`src/rtl/score_if.sv`:
```
// -----------------------------------------------------------------------------
// score_if: bundles the request inputs and display/score outputs of the snake
// game score controller.
//   master modport: drives start/apple/bonus/game_over requests and observes
//                   the score, high score, FSM state and BCD display digits.
//   slave modport : the score controller itself.
// -----------------------------------------------------------------------------
interface score_if;
  logic       start_i;
  logic       apple_hit_i;
  logic       bonus_hit_i;
  logic       game_over_i;
  logic [6:0] score_o;
  logic [6:0] high_score_o;
  logic [1:0] state_o;
  logic [3:0] tens_o;
  logic [3:0] units_o;
  logic       bcd_valid_o;
  logic       show_high_o;
  logic       new_record_o;

  modport master (
    output start_i, apple_hit_i, bonus_hit_i, game_over_i,
    input  score_o, high_score_o, state_o, tens_o, units_o,
           bcd_valid_o, show_high_o, new_record_o
  );

  modport slave (
    input  start_i, apple_hit_i, bonus_hit_i, game_over_i,
    output score_o, high_score_o, state_o, tens_o, units_o,
           bcd_valid_o, show_high_o, new_record_o
  );
endinterface

```
`src/rtl/score_ctrl.sv`:
```
// -----------------------------------------------------------------------------
// score_ctrl: game-score controller for the snake game.
//   Sequences IDLE -> PLAY -> OVER, turns apple/bonus hit edges into a single
//   saturating score, keeps the best score since reset, and converts the
//   currently displayed value to BCD with a repeated-subtraction converter.
//
// Ports:
//   clk_i      system clock
//   reset_ni   asynchronous reset, active-low
//   bus        score_if.slave: request inputs (start, apple, bonus, game_over;
//              all levels, rising edge acts) and outputs (score, high score,
//              state 00 IDLE / 01 PLAY / 10 OVER, BCD tens/units, bcd_valid,
//              show_high, new_record)
//
// Optional feature macro: BONUS_SCORE_EN
//   defined   : bonus_hit_i edges add BONUS_PTS
//   undefined : bonus_hit_i is ignored (port kept, edge register omitted)
// -----------------------------------------------------------------------------
module score_ctrl #(
  parameter int unsigned MAX_SCORE    = 99,
  parameter int unsigned APPLE_PTS    = 1,
  parameter int unsigned BONUS_PTS    = 5,
  parameter int unsigned BLINK_CYCLES = 25_000_000
) (
  input logic    clk_i,
  input logic    reset_ni,
  score_if.slave bus
);

  typedef enum logic [1:0] {
    ST_IDLE = 2'b00,
    ST_PLAY = 2'b01,
    ST_OVER = 2'b10
  } state_e;

  localparam int unsigned BLINK_W = (BLINK_CYCLES > 1) ? $clog2(BLINK_CYCLES) : 1;
  localparam logic [BLINK_W-1:0] BLINK_LAST = BLINK_W'(BLINK_CYCLES - 1);
  localparam logic [7:0] MAX8   = 8'(MAX_SCORE);
  localparam logic [6:0] MAX7   = 7'(MAX_SCORE);
  localparam logic [7:0] APPLE8 = 8'(APPLE_PTS);
  localparam logic [7:0] BONUS8 = 8'(BONUS_PTS);

  state_e               state_q, state_d;
  logic [6:0]           score_q, score_d;
  logic [6:0]           high_q, high_d;
  logic                 rec_q, rec_d;
  logic                 phase_q, phase_d;
  logic [BLINK_W-1:0]   blink_q, blink_d;

  // ---------------------------------------------------------------------------
  // Edge detection: each request is registered once; event = level & ~prev.
  // ---------------------------------------------------------------------------
  logic start_prev_q, apple_prev_q, over_prev_q;
  logic start_ev, apple_ev, bonus_ev, over_ev;

  // NOTE: sequential state is written with non-blocking (<=) so every register
  // samples pre-edge values and simulation order cannot change the result.
  always_ff @(posedge clk_i or negedge reset_ni) begin
    if (!reset_ni) begin
      start_prev_q <= 1'b0;
      apple_prev_q <= 1'b0;
      over_prev_q  <= 1'b0;
    end else begin
      start_prev_q <= bus.start_i;
      apple_prev_q <= bus.apple_hit_i;
      over_prev_q  <= bus.game_over_i;
    end
  end

  assign start_ev = bus.start_i     & ~start_prev_q;
  assign apple_ev = bus.apple_hit_i & ~apple_prev_q;
  assign over_ev  = bus.game_over_i & ~over_prev_q;

`ifdef BONUS_SCORE_EN
  logic bonus_prev_q;
  always_ff @(posedge clk_i or negedge reset_ni) begin
    if (!reset_ni) bonus_prev_q <= 1'b0;
    else           bonus_prev_q <= bus.bonus_hit_i;
  end
  assign bonus_ev = bus.bonus_hit_i & ~bonus_prev_q;
`else
  logic unused_bonus;
  assign unused_bonus = bus.bonus_hit_i;
  assign bonus_ev     = 1'b0;
`endif

  // ---------------------------------------------------------------------------
  // Score arithmetic: 8-bit sum so a near-ceiling score cannot wrap before
  // the saturation compare.
  // ---------------------------------------------------------------------------
  logic [7:0] hit_pts;
  logic [7:0] score_sum;
  logic [6:0] score_sat;

  always_comb begin
    hit_pts = 8'd0;
    if (apple_ev) hit_pts = hit_pts + APPLE8;
    if (bonus_ev) hit_pts = hit_pts + BONUS8;
  end

  assign score_sum = {1'b0, score_q} + hit_pts;
  assign score_sat = (score_sum > MAX8) ? MAX7 : score_sum[6:0];

  // ---------------------------------------------------------------------------
  // Game FSM and score/high-score/blink next-state logic.
  // ---------------------------------------------------------------------------
  // NOTE: every output of this block is given a default first, so no path
  // leaves a variable unassigned and no latch is inferred.
  always_comb begin
    state_d = state_q;
    score_d = score_q;
    high_d  = high_q;
    rec_d   = rec_q;
    blink_d = blink_q;
    phase_d = phase_q;
    unique case (state_q)
      ST_IDLE: begin
        if (start_ev) begin
          state_d = ST_PLAY;
          score_d = '0;
          rec_d   = 1'b0;
        end
      end
      ST_PLAY: begin
        // game_over wins over a simultaneous hit: OVER keeps the pre-hit score
        if (over_ev) begin
          state_d = ST_OVER;
          blink_d = '0;
          phase_d = 1'b0;
          if (score_q > high_q) begin
            high_d = score_q;
            rec_d  = 1'b1;
          end
        end else if (apple_ev || bonus_ev) begin
          score_d = score_sat;
        end
      end
      ST_OVER: begin
        if (blink_q == BLINK_LAST) begin
          blink_d = '0;
          phase_d = ~phase_q;
        end else begin
          blink_d = blink_q + 1'b1;
        end
        if (start_ev) begin
          state_d = ST_PLAY;
          score_d = '0;
          rec_d   = 1'b0;
        end
      end
      default: state_d = ST_IDLE;
    endcase
  end

  always_ff @(posedge clk_i or negedge reset_ni) begin
    if (!reset_ni) begin
      state_q <= ST_IDLE;
      score_q <= '0;
      high_q  <= '0;
      rec_q   <= 1'b0;
      blink_q <= '0;
      phase_q <= 1'b0;
    end else begin
      state_q <= state_d;
      score_q <= score_d;
      high_q  <= high_d;
      rec_q   <= rec_d;
      blink_q <= blink_d;
      phase_q <= phase_d;
    end
  end

  // ---------------------------------------------------------------------------
  // Display source selection.
  // ---------------------------------------------------------------------------
  logic       show_high;
  logic [6:0] disp_val;

  always_comb begin
    show_high = 1'b1;
    unique case (state_q)
      ST_PLAY: show_high = 1'b0;
      ST_OVER: show_high = phase_q;
      default: show_high = 1'b1;
    endcase
  end

  assign disp_val = show_high ? high_q : score_q;

  // ---------------------------------------------------------------------------
  // Binary-to-BCD by repeated subtraction of 10. A new source value (compared
  // with the last latched one) restarts the conversion, which also covers an
  // abort mid-conversion. tens/units hold the previous result while busy.
  // ---------------------------------------------------------------------------
  logic [6:0] last_q;
  logic [6:0] rem_q;
  logic [3:0] tens_acc_q;
  logic [3:0] tens_q;
  logic [3:0] units_q;
  logic       busy_q;

  always_ff @(posedge clk_i or negedge reset_ni) begin
    if (!reset_ni) begin
      last_q     <= '0;
      rem_q      <= '0;
      tens_acc_q <= '0;
      tens_q     <= '0;
      units_q    <= '0;
      busy_q     <= 1'b0;
    end else if (disp_val != last_q) begin
      last_q     <= disp_val;
      rem_q      <= disp_val;
      tens_acc_q <= '0;
      busy_q     <= 1'b1;
    end else if (busy_q) begin
      if (rem_q >= 7'd10) begin
        rem_q      <= rem_q - 7'd10;
        tens_acc_q <= tens_acc_q + 4'd1;
      end else begin
        tens_q  <= tens_acc_q;
        units_q <= rem_q[3:0];
        busy_q  <= 1'b0;
      end
    end
  end

  // Valid drops in the very cycle the source moves away from the latched value.
  assign bus.bcd_valid_o  = ~busy_q & (disp_val == last_q);
  assign bus.tens_o       = tens_q;
  assign bus.units_o      = units_q;
  assign bus.show_high_o  = show_high;
  assign bus.score_o      = score_q;
  assign bus.high_score_o = high_q;
  assign bus.state_o      = state_q;
  assign bus.new_record_o = rec_q;

endmodule

```
`src/flat_wrapper.sv`:
```
// flat-port wrapper written by rule: the top's interface ports become plain ports
module score_ctrl_flat 
#(
  parameter int unsigned MAX_SCORE    = 99,
  parameter int unsigned APPLE_PTS    = 1,
  parameter int unsigned BONUS_PTS    = 5,
  parameter int unsigned BLINK_CYCLES = 25_000_000
)
  (clk_i, reset_ni, bus_start_i, bus_apple_hit_i, bus_bonus_hit_i, bus_game_over_i, bus_score_o, bus_high_score_o, bus_state_o, bus_tens_o, bus_units_o, bus_bcd_valid_o, bus_show_high_o, bus_new_record_o);
  score_if bus_i ();
  input logic clk_i;
  input logic reset_ni;
  input wire logic [$bits(bus_i.start_i)-1:0] bus_start_i;
  input wire logic [$bits(bus_i.apple_hit_i)-1:0] bus_apple_hit_i;
  input wire logic [$bits(bus_i.bonus_hit_i)-1:0] bus_bonus_hit_i;
  input wire logic [$bits(bus_i.game_over_i)-1:0] bus_game_over_i;
  output wire logic [$bits(bus_i.score_o)-1:0] bus_score_o;
  output wire logic [$bits(bus_i.high_score_o)-1:0] bus_high_score_o;
  output wire logic [$bits(bus_i.state_o)-1:0] bus_state_o;
  output wire logic [$bits(bus_i.tens_o)-1:0] bus_tens_o;
  output wire logic [$bits(bus_i.units_o)-1:0] bus_units_o;
  output wire logic [$bits(bus_i.bcd_valid_o)-1:0] bus_bcd_valid_o;
  output wire logic [$bits(bus_i.show_high_o)-1:0] bus_show_high_o;
  output wire logic [$bits(bus_i.new_record_o)-1:0] bus_new_record_o;
  assign bus_i.start_i = bus_start_i;
  assign bus_i.apple_hit_i = bus_apple_hit_i;
  assign bus_i.bonus_hit_i = bus_bonus_hit_i;
  assign bus_i.game_over_i = bus_game_over_i;
  assign bus_score_o = bus_i.score_o;
  assign bus_high_score_o = bus_i.high_score_o;
  assign bus_state_o = bus_i.state_o;
  assign bus_tens_o = bus_i.tens_o;
  assign bus_units_o = bus_i.units_o;
  assign bus_bcd_valid_o = bus_i.bcd_valid_o;
  assign bus_show_high_o = bus_i.show_high_o;
  assign bus_new_record_o = bus_i.new_record_o;
  score_ctrl #(.MAX_SCORE(MAX_SCORE), .APPLE_PTS(APPLE_PTS), .BONUS_PTS(BONUS_PTS), .BLINK_CYCLES(BLINK_CYCLES)) u_core (.clk_i(clk_i), .reset_ni(reset_ni), .bus(bus_i));
endmodule
```
`config.mk`:
```
export PLATFORM = sky130hd
export DESIGN_NAME = score_ctrl_flat
export DESIGN_NICKNAME = d
export VERILOG_FILES = /design/src/rtl/score_if.sv /design/src/rtl/score_ctrl.sv /design/src/flat_wrapper.sv
export SDC_FILE = /design/constraint.sdc
export NUM_CORES = 1
export LEC_CHECK = 0
export CAP_MARGIN = 40
export CORE_MARGIN = 2
export CORE_UTILIZATION = 55
export DETAILED_ROUTE_END_ITERATION = 6
export PLACE_DENSITY_LB_ADDON = 0.05
export REMOVE_ABC_BUFFERS = 1
export SLEW_MARGIN = 20
export SYNTH_ARGS = -nofsm -noshare
export SYNTH_HDL_FRONTEND = slang
export SYNTH_SLANG_ARGS = --single-unit
```
`constraint.sdc`:
```
create_clock -name clk_i -period 3.1 [get_ports clk_i]
set_input_delay 0.62 -clock clk_i [delete_from_list [all_inputs] [get_ports clk_i]]
set_output_delay 0.62 -clock clk_i [all_outputs]
set_load 0.01 [all_outputs]
```
# Yosys cells after proc, flatten, opt, wreduce, memory -nomap -nowiden
# Cells that the tools add are included.
# totals
input_bits,6
regBits,73
# op_classes
muxes,30
n_reduce_logical,14
magnitude_cmp,3
n_bitwise,11
n_addsub,4
n_eq_ne,11
# ops
op,n
$mux 7,8
$mux 25,2
$pmux 25 s2,1
$add 25x1->25 const B,1
$eq 25x25->1 const B,1
$pmux 7 s2,1
$mux 4,3
$ne 2x1->1 const B,5
$mux 1,9
$reduce_and 3->1,3
$add 7x1->8,1
$gt 8x7->1 const B,1
$reduce_and 4->1,2
$reduce_bool 2->1,4
$eq 7x7->1,1
$ge 7x4->1 const B,1
$gt 7x7->1,1
$ne 7x7->1,1
$not 1->1,7
$sub 7x4->7 const B,1
$pmux 1 s2,3
$reduce_and 2->1,3
$add 4x1->4 const B,1
$and 1x1->1,4
other kinds (7),8

# Longest topological paths before layout
# depth
depth_word,9
depth_mapped,11
ltp_nobuf,9

# Least setup slack after synthesis
# No wires, ideal clock.
# synth_path
kind,register to output
start,"reg u_core.state_q[0], in the netlist u_core.bus.state_o[0]"
end,out bus_bcd_valid_o
n_path_buf,2
path_stages_with_launch,11
t_arrival_ns,2.433
setup_slack_ns,0.047
cell_sequence,dfrtp_1 -> inv_1 -> ha_1 -> buf_4 -> and2b_4 -> nor3_2 -> or3_4 -> a2111oi_4 -> nand3_2 -> buf_6 -> nor2_1
# synth_between
elab_chain_cells,5
elab_cells_between_ends,6
# synth_lines
item,line_no,source
"start, declared",score_ctrl.sv:43,"state_e state_q, state_d;"
"start signal, assigned",score_ctrl.sv:164,state_q <= state_d;
$eq 2x2->1 / $eq 2x1->1 (equally long branches),score_ctrl.sv:181,unique case (state_q)
$pmux 1 s2 (*),score_ctrl.sv:181,
$mux 7 (*),score_ctrl.sv:188,assign disp_val = show_high ? high_q : score_q;
$eq 7x7->1 (*),score_ctrl.sv:228,assign bus.bcd_valid_o = ~busy_q & (disp_val == last_q);
$and 1x1->1 (*),score_ctrl.sv:228,
"end, declared",flat_wrapper.sv:22,output wire logic [$bits(bus_i.bcd_valid_o)-1:0] bus_bcd_valid_o;
# Mark *: on every way between the ends. The rest lies on a longest branch, timed or not.

# Worst setup path in the final report
# layout_path
start,"reg u_core.state_q[1], in the netlist u_core.bus.state_o[1]"
end,out bus_bcd_valid_o
# The elaborated chain is that of the path after synthesis.

==> results_dict.tcl <==
set metrics [dict create \
    status "complete, no violations" \
    drt_wl_total_microns 9271 \
    io_buffers 31 \
    avgViaCountPerCell 5.778 \
    synth.yosys.seq_area_share_pct 44.74 \
    synth.avg_cell_area_sq_um 9.473 \
    place_congestion 0.8743 \
    synthesis.area_sq_mm 0.004083 \
    num_io_pins 33 \
    path_clk_slew_ns 0.07 \
    critPathLaunch "u_core.bus.state_o[1]$_DFFE_PN0P_" \
    cts_hold_buf 0 \
    cellLeakagePower_uw 0.002241 \
    max_slew_margin_pct 50.54 \
    criticalPathCategory "flip-flop to primary output" \
    slowest_delay_ns 0.44 \
    clockRootBuffer "clkbuf_8" \
    end_kind "primary output" \
    clk_path_buf_depth 2 \
    finalCriticalPeriod_ns 3.064 \
    fmax_mhz 326.4 \
    synthArstFlopShare_pct 100.0 \
    fin_crit_sh_pct 98.82 \
    final_nets 520 \
    fillers 591 \
    dr.pass1.iters 4 \
    cp.depth 9 \
    area_delta_synth_final_pct 23.14 \
    tritoncts "yes" \
    setup.worst_path.end "bus_bcd_valid_o" \
    crit_buf_inv 2 \
    synth.distinct_cells 61 \
    hold_violations 0 \
    grtUsageTotal_pct 23.92 \
    r2r_cells 9 \
    ant_nets 0 \
    finClkSkew_ns 0.005260 \
    r2r_end "u_core.bus.units_o[0]$_DFFE_PN0P_" \
    syn_inst 431 \
    wire_per_inst_microns 15.37 \
    finalSetupViolations 0 \
    drive_gt1_share_pct 19.05 \
    cp_slowest_cell "dfrtp_2" \
    place_hpwl_microns 6613 \
    p_total_uw 4096 \
    die_x_microns 90.16 \
    p_per_area_mw_per_mm2 814.7 \
    grt_max_degree 47 \
    reg2reg_slack_ns 0.54 \
    grt_pass1_wl_microns 16010 \
    path_cells "inv_2 > ha_4 > and2b_2 > nor3_4 > or3_4 > a2111oi_4 > nand3_2 > nor2_1 > buf_2" \
    htreeDepth 3 \
    cts_made_buffers 9 \
    finalMaxSlewViolations 0 \
    reg2reg_from "u_core.bus.state_o[1]$_DFFE_PN0P_" \
    rows 31 \
    tns_ns 0 \
    grt_setup_unrepaired "yes" \
    startpoint_type "flip-flop" \
    start_util_pct 56.59 \
    drv_cap 0 \
    vias 3484 \
    cp_top_family "simple AND/OR/NAND/NOR gates" \
    timing.final.ws_setup_ns 0.03649 \
    overflow 0 \
    insertion_delay_ns 0.34 \
    ys.flop_type "dfrtp_1" \
    antenna_found_initial 0 \
    cts.sinks 73 \
    ir_drop_uv 385.6 \
    arrival_ns 2.44 \
    hp-class "input port to async pin" \
    crit_fanout 4 \
    worst-slew-pin-transition_ns 0.7352 \
    ys_ff_latch 73 \
    grt_pass1_vias 3469 \
    synth-edff-count 0 \
    die_area_sq_mm 0.008128 \
    core_area_sq_mm 0.007214 \
    fin_hold_ws_ns 0.1920 \
    dp_slack_ns -0.1318 \
    ys_warn_count 0 \
    diodes 0 \
    drc_errors 0 \
    required_ns 2.48 \
    drtIter0Drc 143 \
    die_h_microns 90.16 \
]
## layout by cell type, fill, tap and decap left out, types with 4 or more instances in the layout
cell type        instances
mux2i_1                  8
nor3_1                   8
o31ai_1                  7
o21ai_0                 52
nand4_1                 13
nor2_1                  25
and3_1                   7
clkinv_2                 4
a21o_1                   4
nor2b_1                  9
mux2_4                   4
dfrtp_1                 72
xnor2_1                  4
a31oi_1                  9
clkdlybuf4s50_1         29
nand2b_1                 5
a21oi_1                 20
ha_1                    13
mux2_2                  12
inv_1                   22
clkbuf_8                 9
buf_4                   38
nand2_1                 42
nand3_1                 19
## worst min-delay path by stage
| stage | startpoint | depth (start not counted) | end |
|---|---|---|---|
| after floorplan | reset_ni | 0 | u_core.apple_prev_q$_DFF_PN0_ |
| after global placement | u_core.blink_q[5]$_DFFE_PN0P_ | 1 | u_core.blink_q[5]$_DFFE_PN0P_ |
| after detailed placement | u_core.blink_q[5]$_DFFE_PN0P_ | 1 | u_core.blink_q[5]$_DFFE_PN0P_ |
| after CTS | reset_ni | 1 | u_core.bus.score_o[2]$_DFFE_PN0P_ |
| after global routing | reset_ni | 1 | u_core.bus.score_o[2]$_DFFE_PN0P_ |
| final | reset_ni | 1 | u_core.bus.score_o[2]$_DFFE_PN0P_ |
## routing by layer
| metal | global-route usage, % | up-vias | routed length (microns) |
|---|---|---|---|
| li1 | - | 1719 | - |
| met1 | 30.15 | 1671 | 4106 |
| met2 | 40.91 | 81 | 4691 |
| met3 | 4.275 | 13 | 317 |
| met4 | 9.487 | 0 | 155 |
| met5 | 0 | - | 0 |
## kinds of logic (layout without fill, tap and decap cells)
| kind of cell | Yosys count | count (layout) | share of synthesized area [%] |
|---|---|---|---|
| AO/OA/AOI/OAI | 116 | 116 | 18.02 |
| XOR/XNOR | 6 | 6 | 1.287 |
| adder cells (fa/ha/maj) | 15 | 15 | 4.597 |
| buffers and inverters | 38 | 111 | 3.892 |
| flip-flops | 73 | 73 | 44.74 |
| multiplexers | 24 | 24 | 6.742 |
| AND/OR/NAND/NOR | 159 | 159 | 20.72 |
## power breakdown
group          leakage [uW]  internal [uW]  total, uW  switching [uW]
clock             0.0000998            368        713             345
sequential         0.000948           1120       1280             164
combinational       0.00119           1030       2100            1070
## area by class of cell
class,count,area [sq um],area share [%]
multi-input cells,320,2176,43.28
flip-flops and latches,73,1828,36.36
repair buffers,70,619.3,12.32
clock buffers,10,127.6,2.539
well taps,99,123.9,2.464
inverters,25,93.84,1.867
clock inverters,6,58.81,1.170
## stage by stage
stage	util, %	area, sq um	instances
final	69.68	5027	603
after global routing	69.68	5027	603
after CTS	68.90	4971	601
after detailed placement	65.75	4743	583
after global placement	65.37	4716	582
after floorplan	-	4018	418
## Yosys cell counts, drive strengths merged, types with 2 or more instances
library cell | instances | share of area (%)
a31oi | 9 | 1.4
dfrtp | 73 | 45
nor2b | 9 | 1.4
or2 | 2 | 0.31
nand4 | 14 | 2.5
a222oi | 2 | 0.49
o21ai | 54 | 6.6
o221ai | 2 | 0.43
nand2b | 6 | 0.98
inv | 25 | 2.3
xor2 | 2 | 0.43
o31ai | 7 | 1.3
a221oi | 2 | 0.58
and2b | 2 | 0.43
and3 | 8 | 1.2
nor2 | 25 | 2.3
or4 | 3 | 0.55
or3 | 4 | 0.74
nand3b | 2 | 0.37
ha | 15 | 4.6
nand2 | 42 | 3.9
a21oi | 21 | 2.6
clkbuf | 9 | 0.83
a21o | 4 | 0.74
nor3 | 9 | 1.2
nor4 | 3 | 0.46
buf | 4 | 0.77
a41oi | 2 | 0.43
and2 | 2 | 0.31
nand3 | 22 | 2.8
mux2i | 8 | 2.0
o41ai | 3 | 1.0
o211ai | 2 | 0.37
xnor2 | 4 | 0.86
mux2 | 16 | 4.8
## state kept, by name, summed over array words and instances (netlist names)
signal,flops
u_core.bus.state_o,2
u_core.apple_prev_q,1
u_core.over_prev_q,1
u_core.phase_q,1
u_core.bus.units_o,4
u_core.start_prev_q,1
u_core.last_q,7
u_core.bus.new_record_o,1
u_core.bus.tens_o,4
u_core.bus.high_score_o,7
u_core.busy_q,1
u_core.bus.score_o,7
u_core.rem_q,7
u_core.blink_q,25
u_core.tens_acc_q,4
## timing repair
item,in CTS,in global routing
pin swaps,3,5
gates resized for setup,13,10
setup endpoints to repair,1,1
buffers inserted,2,2
Power figures use the tool's default switching activity.
